**src/rtl/vai_mgr_pkg.sv**
```systemverilog
// Shared definitions for the VAI manager CSR block: register map, DFH/ID constants
// and the subset of CCI-P channel structures this block touches.
package vai_mgr_pkg;

  localparam int VAI_MAX_SUB_AFUS = 64;

  localparam logic [14:0] IDX_DFH         = 15'd0;
  localparam logic [14:0] IDX_ID_LO       = 15'd1;
  localparam logic [14:0] IDX_ID_HI       = 15'd2;
  localparam logic [14:0] IDX_RESET_PULSE = 15'd3;
  localparam logic [14:0] IDX_RESET_LEVEL = 15'd4;
  localparam logic [14:0] IDX_ENABLE      = 15'd5;
  localparam logic [14:0] IDX_SCRATCH     = 15'd6;
  localparam logic [14:0] IDX_OFFSET_BASE = 15'd8;

  localparam logic [63:0]  VAI_MGR_DFH        = 64'h1000_0100_0000_0000;
  localparam logic [127:0] VAI_MGR_DEFAULT_ID = 128'hd1d383aaca4c4c60a0a013a421139e69;

  typedef enum logic [3:0] {
    REG_NONE,
    REG_DFH,
    REG_ID_LO,
    REG_ID_HI,
    REG_PULSE,
    REG_LEVEL,
    REG_ENABLE,
    REG_SCRATCH,
    REG_OFFSET
  } t_reg_sel;

  typedef struct packed {
    logic [15:0] address;
    logic [1:0]  length;
    logic        rsvd;
    logic [8:0]  tid;
  } t_ccip_c0_ReqMmioHdr;

  typedef struct packed {
    t_ccip_c0_ReqMmioHdr hdr;
    logic [511:0]        data;
    logic                rspValid;
    logic                mmioRdValid;
    logic                mmioWrValid;
  } t_if_ccip_c0_Rx;

  typedef struct packed {
    logic           c0TxAlmFull;
    logic           c1TxAlmFull;
    t_if_ccip_c0_Rx c0;
  } t_if_ccip_Rx;

  typedef struct packed {
    logic [73:0] hdr;
    logic        valid;
  } t_if_ccip_c0_Tx;

  typedef struct packed {
    logic [79:0]  hdr;
    logic [511:0] data;
    logic         valid;
  } t_if_ccip_c1_Tx;

  typedef struct packed {
    logic [8:0] tid;
  } t_ccip_c2_RspMmioHdr;

  typedef struct packed {
    t_ccip_c2_RspMmioHdr hdr;
    logic                mmioRdValid;
    logic [63:0]         data;
  } t_if_ccip_c2_Tx;

  typedef struct packed {
    t_if_ccip_c0_Tx c0;
    t_if_ccip_c1_Tx c1;
    t_if_ccip_c2_Tx c2;
  } t_if_ccip_Tx;

  // Offset window sits above the fixed registers and is sized by the sub-AFU count.
  function automatic t_reg_sel vai_decode(input logic [14:0] idx, input int num_sub);
    t_reg_sel sel;
    sel = REG_NONE;
    if (idx == IDX_DFH)                 sel = REG_DFH;
    else if (idx == IDX_ID_LO)          sel = REG_ID_LO;
    else if (idx == IDX_ID_HI)          sel = REG_ID_HI;
    else if (idx == IDX_RESET_PULSE)    sel = REG_PULSE;
    else if (idx == IDX_RESET_LEVEL)    sel = REG_LEVEL;
    else if (idx == IDX_ENABLE)         sel = REG_ENABLE;
    else if (idx == IDX_SCRATCH)        sel = REG_SCRATCH;
    else if (idx >= IDX_OFFSET_BASE && int'(idx) < int'(IDX_OFFSET_BASE) + num_sub)
      sel = REG_OFFSET;
    return sel;
  endfunction

endpackage

```
**src/rtl/vai_reset_pulse.sv**
```systemverilog
// Self-timed reset pulse for one sub-AFU: loads RESET_CYCLES and counts down to zero.
module vai_reset_pulse #(
  parameter int RESET_CYCLES = 16
) (
  input  logic clk,
  input  logic rst_n,
  input  logic load,
  output logic active
);

  localparam int CW = $clog2(RESET_CYCLES + 1);

  logic [CW-1:0] cnt;

  // Starts loaded so every sub-AFU sits in reset for a full pulse after power-up.
  always_ff @(posedge clk or negedge rst_n) begin
    if (!rst_n)
      cnt <= CW'(RESET_CYCLES);
    else if (load)
      cnt <= CW'(RESET_CYCLES);
    else if (cnt != '0)
      cnt <= cnt - CW'(1);
  end

  assign active = (cnt != '0);

endmodule

```
**src/rtl/vai_mgr_csr.sv**
```systemverilog
// MMIO CSR block for the VAI mux manager: four-stage capture/decode/update/respond
// pipeline driving sub-AFU offsets, enables and resets.
module vai_mgr_csr
  import vai_mgr_pkg::*;
#(
  parameter int           NUM_SUB_AFUS = 8,
  parameter int           RESET_CYCLES = 16,
  parameter logic [127:0] MGR_ID       = VAI_MGR_DEFAULT_ID
) (
  input  logic                           pClk,
  input  logic                           pck_cp2af_softReset_n,
  input  t_if_ccip_Rx                    pck_cp2af_sRx,
  output t_if_ccip_Tx                    pck_af2cp_sTx,
  output logic [NUM_SUB_AFUS-1:0][63:0]  offset_array,
  output logic [NUM_SUB_AFUS-1:0]        sub_afu_reset,
  output logic [NUM_SUB_AFUS-1:0]        sub_afu_enable
);

  logic clk;
  logic rst_n;
  assign clk   = pClk;
  assign rst_n = pck_cp2af_softReset_n;

  logic        t1_rd, t1_wr;
  logic [14:0] t1_idx;
  logic [8:0]  t1_tid;
  logic [63:0] t1_data;

  logic        t2_rd, t2_wr;
  t_reg_sel    t2_sel;
  logic [5:0]  t2_sub;
  logic [8:0]  t2_tid;
  logic [63:0] t2_data;

  logic [NUM_SUB_AFUS-1:0]       level_q, level_d;
  logic [NUM_SUB_AFUS-1:0]       enable_q, enable_d;
  logic [63:0]                   scratch_q, scratch_d;
  logic [NUM_SUB_AFUS-1:0][63:0] offset_q, offset_d;
  logic [NUM_SUB_AFUS-1:0]       pulse_load, pulse_active;
  logic [NUM_SUB_AFUS-1:0]       sub_rst_q;
  logic [63:0]                   rd_data;

  logic        t3_valid;
  logic [8:0]  t3_tid;
  logic [63:0] t3_data;

  logic        rsp_valid;
  logic [8:0]  rsp_tid;
  logic [63:0] rsp_data;

  // Address bit 0 selects a 32-bit half and is deliberately dropped.
  always_ff @(posedge clk or negedge rst_n) begin
    if (!rst_n) begin
      t1_rd <= 1'b0; t1_wr <= 1'b0; t1_idx <= '0; t1_tid <= '0; t1_data <= '0;
    end else begin
      t1_rd   <= pck_cp2af_sRx.c0.mmioRdValid;
      t1_wr   <= pck_cp2af_sRx.c0.mmioWrValid;
      t1_idx  <= pck_cp2af_sRx.c0.hdr.address[15:1];
      t1_tid  <= pck_cp2af_sRx.c0.hdr.tid;
      t1_data <= pck_cp2af_sRx.c0.data[63:0];
    end
  end

  always_ff @(posedge clk or negedge rst_n) begin
    if (!rst_n) begin
      t2_rd <= 1'b0; t2_wr <= 1'b0; t2_sel <= REG_NONE; t2_sub <= '0;
      t2_tid <= '0; t2_data <= '0;
    end else begin
      t2_rd   <= t1_rd;
      t2_wr   <= t1_wr;
      t2_sel  <= vai_decode(t1_idx, NUM_SUB_AFUS);
      t2_sub  <= 6'(t1_idx - IDX_OFFSET_BASE);
      t2_tid  <= t1_tid;
      t2_data <= t1_data;
    end
  end

  // Read mux samples the current registers, so a same-cycle write reads back the old value.
  always_comb begin
    level_d    = level_q;
    enable_d   = enable_q;
    scratch_d  = scratch_q;
    offset_d   = offset_q;
    pulse_load = '0;
    rd_data    = '0;
    if (t2_wr) begin
      case (t2_sel)
        REG_PULSE:   pulse_load = t2_data[NUM_SUB_AFUS-1:0];
        REG_LEVEL:   level_d    = t2_data[NUM_SUB_AFUS-1:0];
        REG_ENABLE:  enable_d   = t2_data[NUM_SUB_AFUS-1:0];
        REG_SCRATCH: scratch_d  = t2_data;
        REG_OFFSET:
          for (int i = 0; i < NUM_SUB_AFUS; i++)
            if (t2_sub == 6'(i)) offset_d[i] = t2_data;
        default: ;
      endcase
    end
    case (t2_sel)
      REG_DFH:     rd_data = VAI_MGR_DFH;
      REG_ID_LO:   rd_data = MGR_ID[63:0];
      REG_ID_HI:   rd_data = MGR_ID[127:64];
      REG_PULSE:   rd_data = 64'(pulse_active);
      REG_LEVEL:   rd_data = 64'(level_q);
      REG_ENABLE:  rd_data = 64'(enable_q);
      REG_SCRATCH: rd_data = scratch_q;
      REG_OFFSET:
        for (int i = 0; i < NUM_SUB_AFUS; i++)
          if (t2_sub == 6'(i)) rd_data = offset_q[i];
      default: ;
    endcase
  end

  for (genvar i = 0; i < NUM_SUB_AFUS; i++) begin : g_pulse
    vai_reset_pulse #(.RESET_CYCLES(RESET_CYCLES)) u_pulse (
      .clk    (clk),
      .rst_n  (rst_n),
      .load   (pulse_load[i]),
      .active (pulse_active[i])
    );
  end

  // Level uses its next value so clearing it releases reset without an extra cycle.
  always_ff @(posedge clk or negedge rst_n) begin
    if (!rst_n) begin
      level_q   <= '0;
      enable_q  <= '0;
      scratch_q <= '0;
      offset_q  <= '0;
      sub_rst_q <= '1;
      t3_valid  <= 1'b0;
      t3_tid    <= '0;
      t3_data   <= '0;
    end else begin
      level_q   <= level_d;
      enable_q  <= enable_d;
      scratch_q <= scratch_d;
      offset_q  <= offset_d;
      sub_rst_q <= level_d | pulse_active;
      t3_valid  <= t2_rd;
      t3_tid    <= t2_tid;
      t3_data   <= rd_data;
    end
  end

  always_ff @(posedge clk or negedge rst_n) begin
    if (!rst_n) begin
      rsp_valid <= 1'b0; rsp_tid <= '0; rsp_data <= '0;
    end else begin
      rsp_valid <= t3_valid;
      rsp_tid   <= t3_tid;
      rsp_data  <= t3_data;
    end
  end

  always_comb begin
    pck_af2cp_sTx                = '0;
    pck_af2cp_sTx.c2.mmioRdValid = rsp_valid;
    pck_af2cp_sTx.c2.hdr.tid     = rsp_tid;
    pck_af2cp_sTx.c2.data        = rsp_data;
  end

  assign offset_array   = offset_q;
  assign sub_afu_reset  = sub_rst_q;
  assign sub_afu_enable = enable_q;

  logic unused_rx;
  assign unused_rx = &{1'b0, pck_cp2af_sRx.c0TxAlmFull, pck_cp2af_sRx.c1TxAlmFull,
                       pck_cp2af_sRx.c0.hdr.address[0], pck_cp2af_sRx.c0.hdr.length,
                       pck_cp2af_sRx.c0.hdr.rsvd, pck_cp2af_sRx.c0.rspValid,
                       pck_cp2af_sRx.c0.data[511:64]};

endmodule

```
**config.mk**
```make
export PLATFORM = sky130hd
export DESIGN_NAME = vai_mgr_csr
export DESIGN_NICKNAME = d
export VERILOG_FILES = /design/src/rtl/vai_mgr_pkg.sv /design/src/rtl/vai_reset_pulse.sv /design/src/rtl/vai_mgr_csr.sv
export SDC_FILE = /design/constraint.sdc
export NUM_CORES = 1
export LEC_CHECK = 0
export BUFFER_PORTS_ARGS = -buffer_cell sky130_fd_sc_hd__buf_4
export CAP_MARGIN = 20
export CORE_AREA = 5 5 710 712
export CTS_CLUSTER_DIAMETER = 80
export DETAILED_ROUTE_END_ITERATION = 10
export DIE_AREA = 0 0 715 717
export HOLD_SLACK_MARGIN = 0.03
export REMOVE_ABC_BUFFERS = 1
export SLEW_MARGIN = 40
export SYNTH_ARGS = -nofsm -noshare
export SYNTH_HDL_FRONTEND = slang
export SYNTH_SLANG_ARGS = --single-unit
```
**constraint.sdc**
```tcl
create_clock -name pClk -period 5.9 [get_ports pClk]
set_input_delay 1.475 -clock pClk [delete_from_list [all_inputs] [get_ports pClk]]
set_output_delay 1.475 -clock pClk [all_outputs]
set_load 0.01 [all_outputs]
```
==> impl_metrics.toml <==
[floorplanning]
boundaryPins = 1817
die_width_um = 715
rows = 259
fp.dieH_um = 717
dieArea_um2 = 513000
core_um2 = 496000
start_util_pct = 8.81

[setup_path]
crit_end = "offset_array[206]"
cp.required_ns = 6.60
path_max_fanout = 33
critPathArrivalTime_ns = 4.59
critPathKind = "flop to flop"
start_kind = "flop"
worstSetupEndpointType = "flop"
setup.worst_path.start = "t2_sub[1]"
regToRegEndpoint = "offset_array[206]"
r2r_start = "t2_sub[1]"
ff2ff_path_depth = 6
rrSetupSlack_ns = 2.01

[pwr]
peakVddDrop_v = 0.000238
p_total_mw = 15.8
p_leak_nw = 26.7
p_per_area_nw_per_um2 = 268

[clock_tree]
clkSinkCount = 963
clk_pin_slew_worst_paths_ns = 0.06
postCtsSetupBuffers = 0
cts_inserted_buffers = 122
hold_buffers = 0
cts_tree = "done"
h-tree-depth = 3
cts-resized-gates = 0
cts_root_buf = "clkbuf_16"
cts_buffer_depth = 4
clkLatencyLatePin_ns = 0.92

[layout]
fin_nets = 4699
fillers = 56400
mostFrequentLayoutCells = "940 x dfrtp_1, 766 x buf_4, 668 x conb_1"
drive_above_1_share_pct = 38.0
mostFrequentLayoutCell = "dfrtp_1"
final_core_util_pct = 11.9
fin_area_um2 = 59100
syn_to_final_growth_pct = 35.1

[synthesis]
synth_area_um2 = 43700
synth-edff-count = 0
yosysUniqueCellTypes = 70
synthCells = 3437
avgSynthCellArea_um2 = 12.7
synthArstFlopShare_pct = 100
yosys_warnings = 0
ys_seq_elements = 963
ys_seq_area_share_pct = 55.1
yosys_most_used_dff = "dfrtp_1"

[grt]
overflow = 0
grt_pass1_wl_um = 284000
grt_pass1_vias = 29200
antenna_found_initial = 74
grt_usage_pct = 8.22
grt_max_degree = 152

[sta]
drv_slew = 0
finalHoldViolations = 0
slew_headroom_pct = 42.4
min_period_ns = 3.89
max_freq_mhz = 257
fin_crit_sh_pct = 65.9
setup_violations = 0
grt_setup_unrepaired = "false"
skew_ns = 0.148
worst_slew_pin_slew_ns = 0.865

[route]
drtAntennaViolNets = 0
dr_total_vias = 29900
drt-initial-drc-count = 1941
routed_wl_um = 224000
drt_pass1_iterations = 5
via_per_inst = 2.74
drc = 0
routedWlPerCell_um = 20.5

[place]
dpl-instance-area_um2 = 55000
gp_congestion = 0.775
numPortBuffers = 693
dp.final_hpwl_um = 167000

[run_status]
status = "finished clean"

[worst_hold_path]
hp-class = "flop to flop"

[run]
maxCapViolCount = 0
## synthesized netlist by cell type (all sizes together), types with 5 or more instances
master / number / area share, %
nor3: 10 / 0.11
a221oi: 10 / 0.20
a2bb2oi: 7 / 0.14
dfrtp: 947 / 54
nand2b: 9 / 0.13
nand3: 75 / 1.0
buf: 747 / 13
nor4: 11 / 0.19
or2: 5 / 0.072
mux2: 599 / 15
a32o: 5 / 0.11
xor2: 5 / 0.10
or3: 114 / 1.6
ha: 12 / 0.34
nand3b: 65 / 1.1
o2111ai: 55 / 1.1
dfstp: 16 / 0.96
inv: 22 / 0.19
mux2i: 11 / 0.25
a22o: 6 / 0.12
nor4b: 7 / 0.21
a2111oi: 53 / 1.1
xnor2: 13 / 0.26
and3: 84 / 1.2
a21oi: 85 / 0.97
a32oi: 7 / 0.14
o21ai: 40 / 0.46
a22oi: 53 / 0.91
o221ai: 63 / 1.3
clkbuf: 136 / 1.2
or4b: 10 / 0.23
nor2: 31 / 0.32
nor2b: 8 / 0.11
nand2: 76 / 0.68
## routing by layer
layer,track usage (%),routed length [um]
met1,10.3,91200
met2,13.4,105000
met3,2.63,20300
met4,2.69,7760
met5,0,130
## worst min-delay path by stage
stage               slack [ns]  depth (start not counted)           to         from
global placement          0.33                          0  t2_data[29]  t1_data[29]
global route              0.27                          0        t2_rd        t1_rd
finish                    0.27                          0    t3_tid[5]    t2_tid[5]
CTS                       0.25                          0    t3_tid[5]    t2_tid[5]
floorplan                 0.33                          0  rsp_data[0]   t3_data[0]
detailed placement        0.33                          0  rsp_data[0]   t3_data[0]
## critical path, stage by stage (launching register included)
cell,delay (ns)
dfrtp_4,0.76
buf_12,0.29
and2_2,0.64
buf_4,0.38
nand3_4,0.60
buf_4,0.53
mux2_2,0.35
## cell type report
cell class / count / area [um^2] / share of cell area [%]
flip-flops and latches: 963 / 24100 / 40.9
multi-input cells: 2235 / 16200 / 27.3
well taps: 6655 / 8330 / 14.1
repair buffers: 795 / 6320 / 10.7
clock buffers: 158 / 3330 / 5.63
clock inverters: 65 / 658 / 1.11
inverters: 23 / 86.3 / 0.146
diodes: 27 / 67.6 / 0.114
## kinds of logic after synthesis
logic type      count (synthesis)  synth area share [%]
flops                         963                  55.1
fa+ha+maj                      12                 0.343
compound gates                405                  6.88
xor+xnor                       18                 0.360
buf+inv                       906                  14.2
simple gates                  518                  7.24
mux                           614                  15.9
other cells                     1               0.00857
## flip-flops by register name, indices dropped and copies added (netlist names)
signal               count
rsp_valid                1
t2_data                 64
g_pulse.u_pulse.cnt     40
t3_valid                 1
rsp_data                64
t2_sel                   4
t2_tid                   9
t1_wr                    1
t2_wr                    1
t3_tid                   9
level_q                  8
t1_rd                    1
sub_afu_enable           8
t1_tid                   9
rsp_tid                  9
t1_data                 64
scratch_q               64
t2_rd                    1
t2_sub                   6
t3_data                 64
sub_afu_reset            8
offset_array           512
t1_idx                  15
## per-stage QoR
| step | hold slack, ns | worst slack [ns] | setup TNS, ns | instances |
|---|---|---|---|---|
| 4_1_cts | 0.246 | 1.69 | 0 | 10900 |
| 2_1_floorplan | 0.331 | -0.345 | -19.66 | 3221 |
| 5_1_grt | 0.271 | 1.80 | 0 | 10900 |
| 3_5_place_dp | 0.335 | 1.87 | 0 | 10700 |
| 3_3_place_gp | 0.331 | 1.55 | 0 | 10700 |
| 6_report | 0.269 | 2.01 | 0 | 10900 |
## where the power goes
group / internal (mW) / switching [mW]
clock network: 4.28 / 3.25
registers: 6.84 / 0.238
logic: 0.416 / 0.802
(Power assumes the default switching activity.)
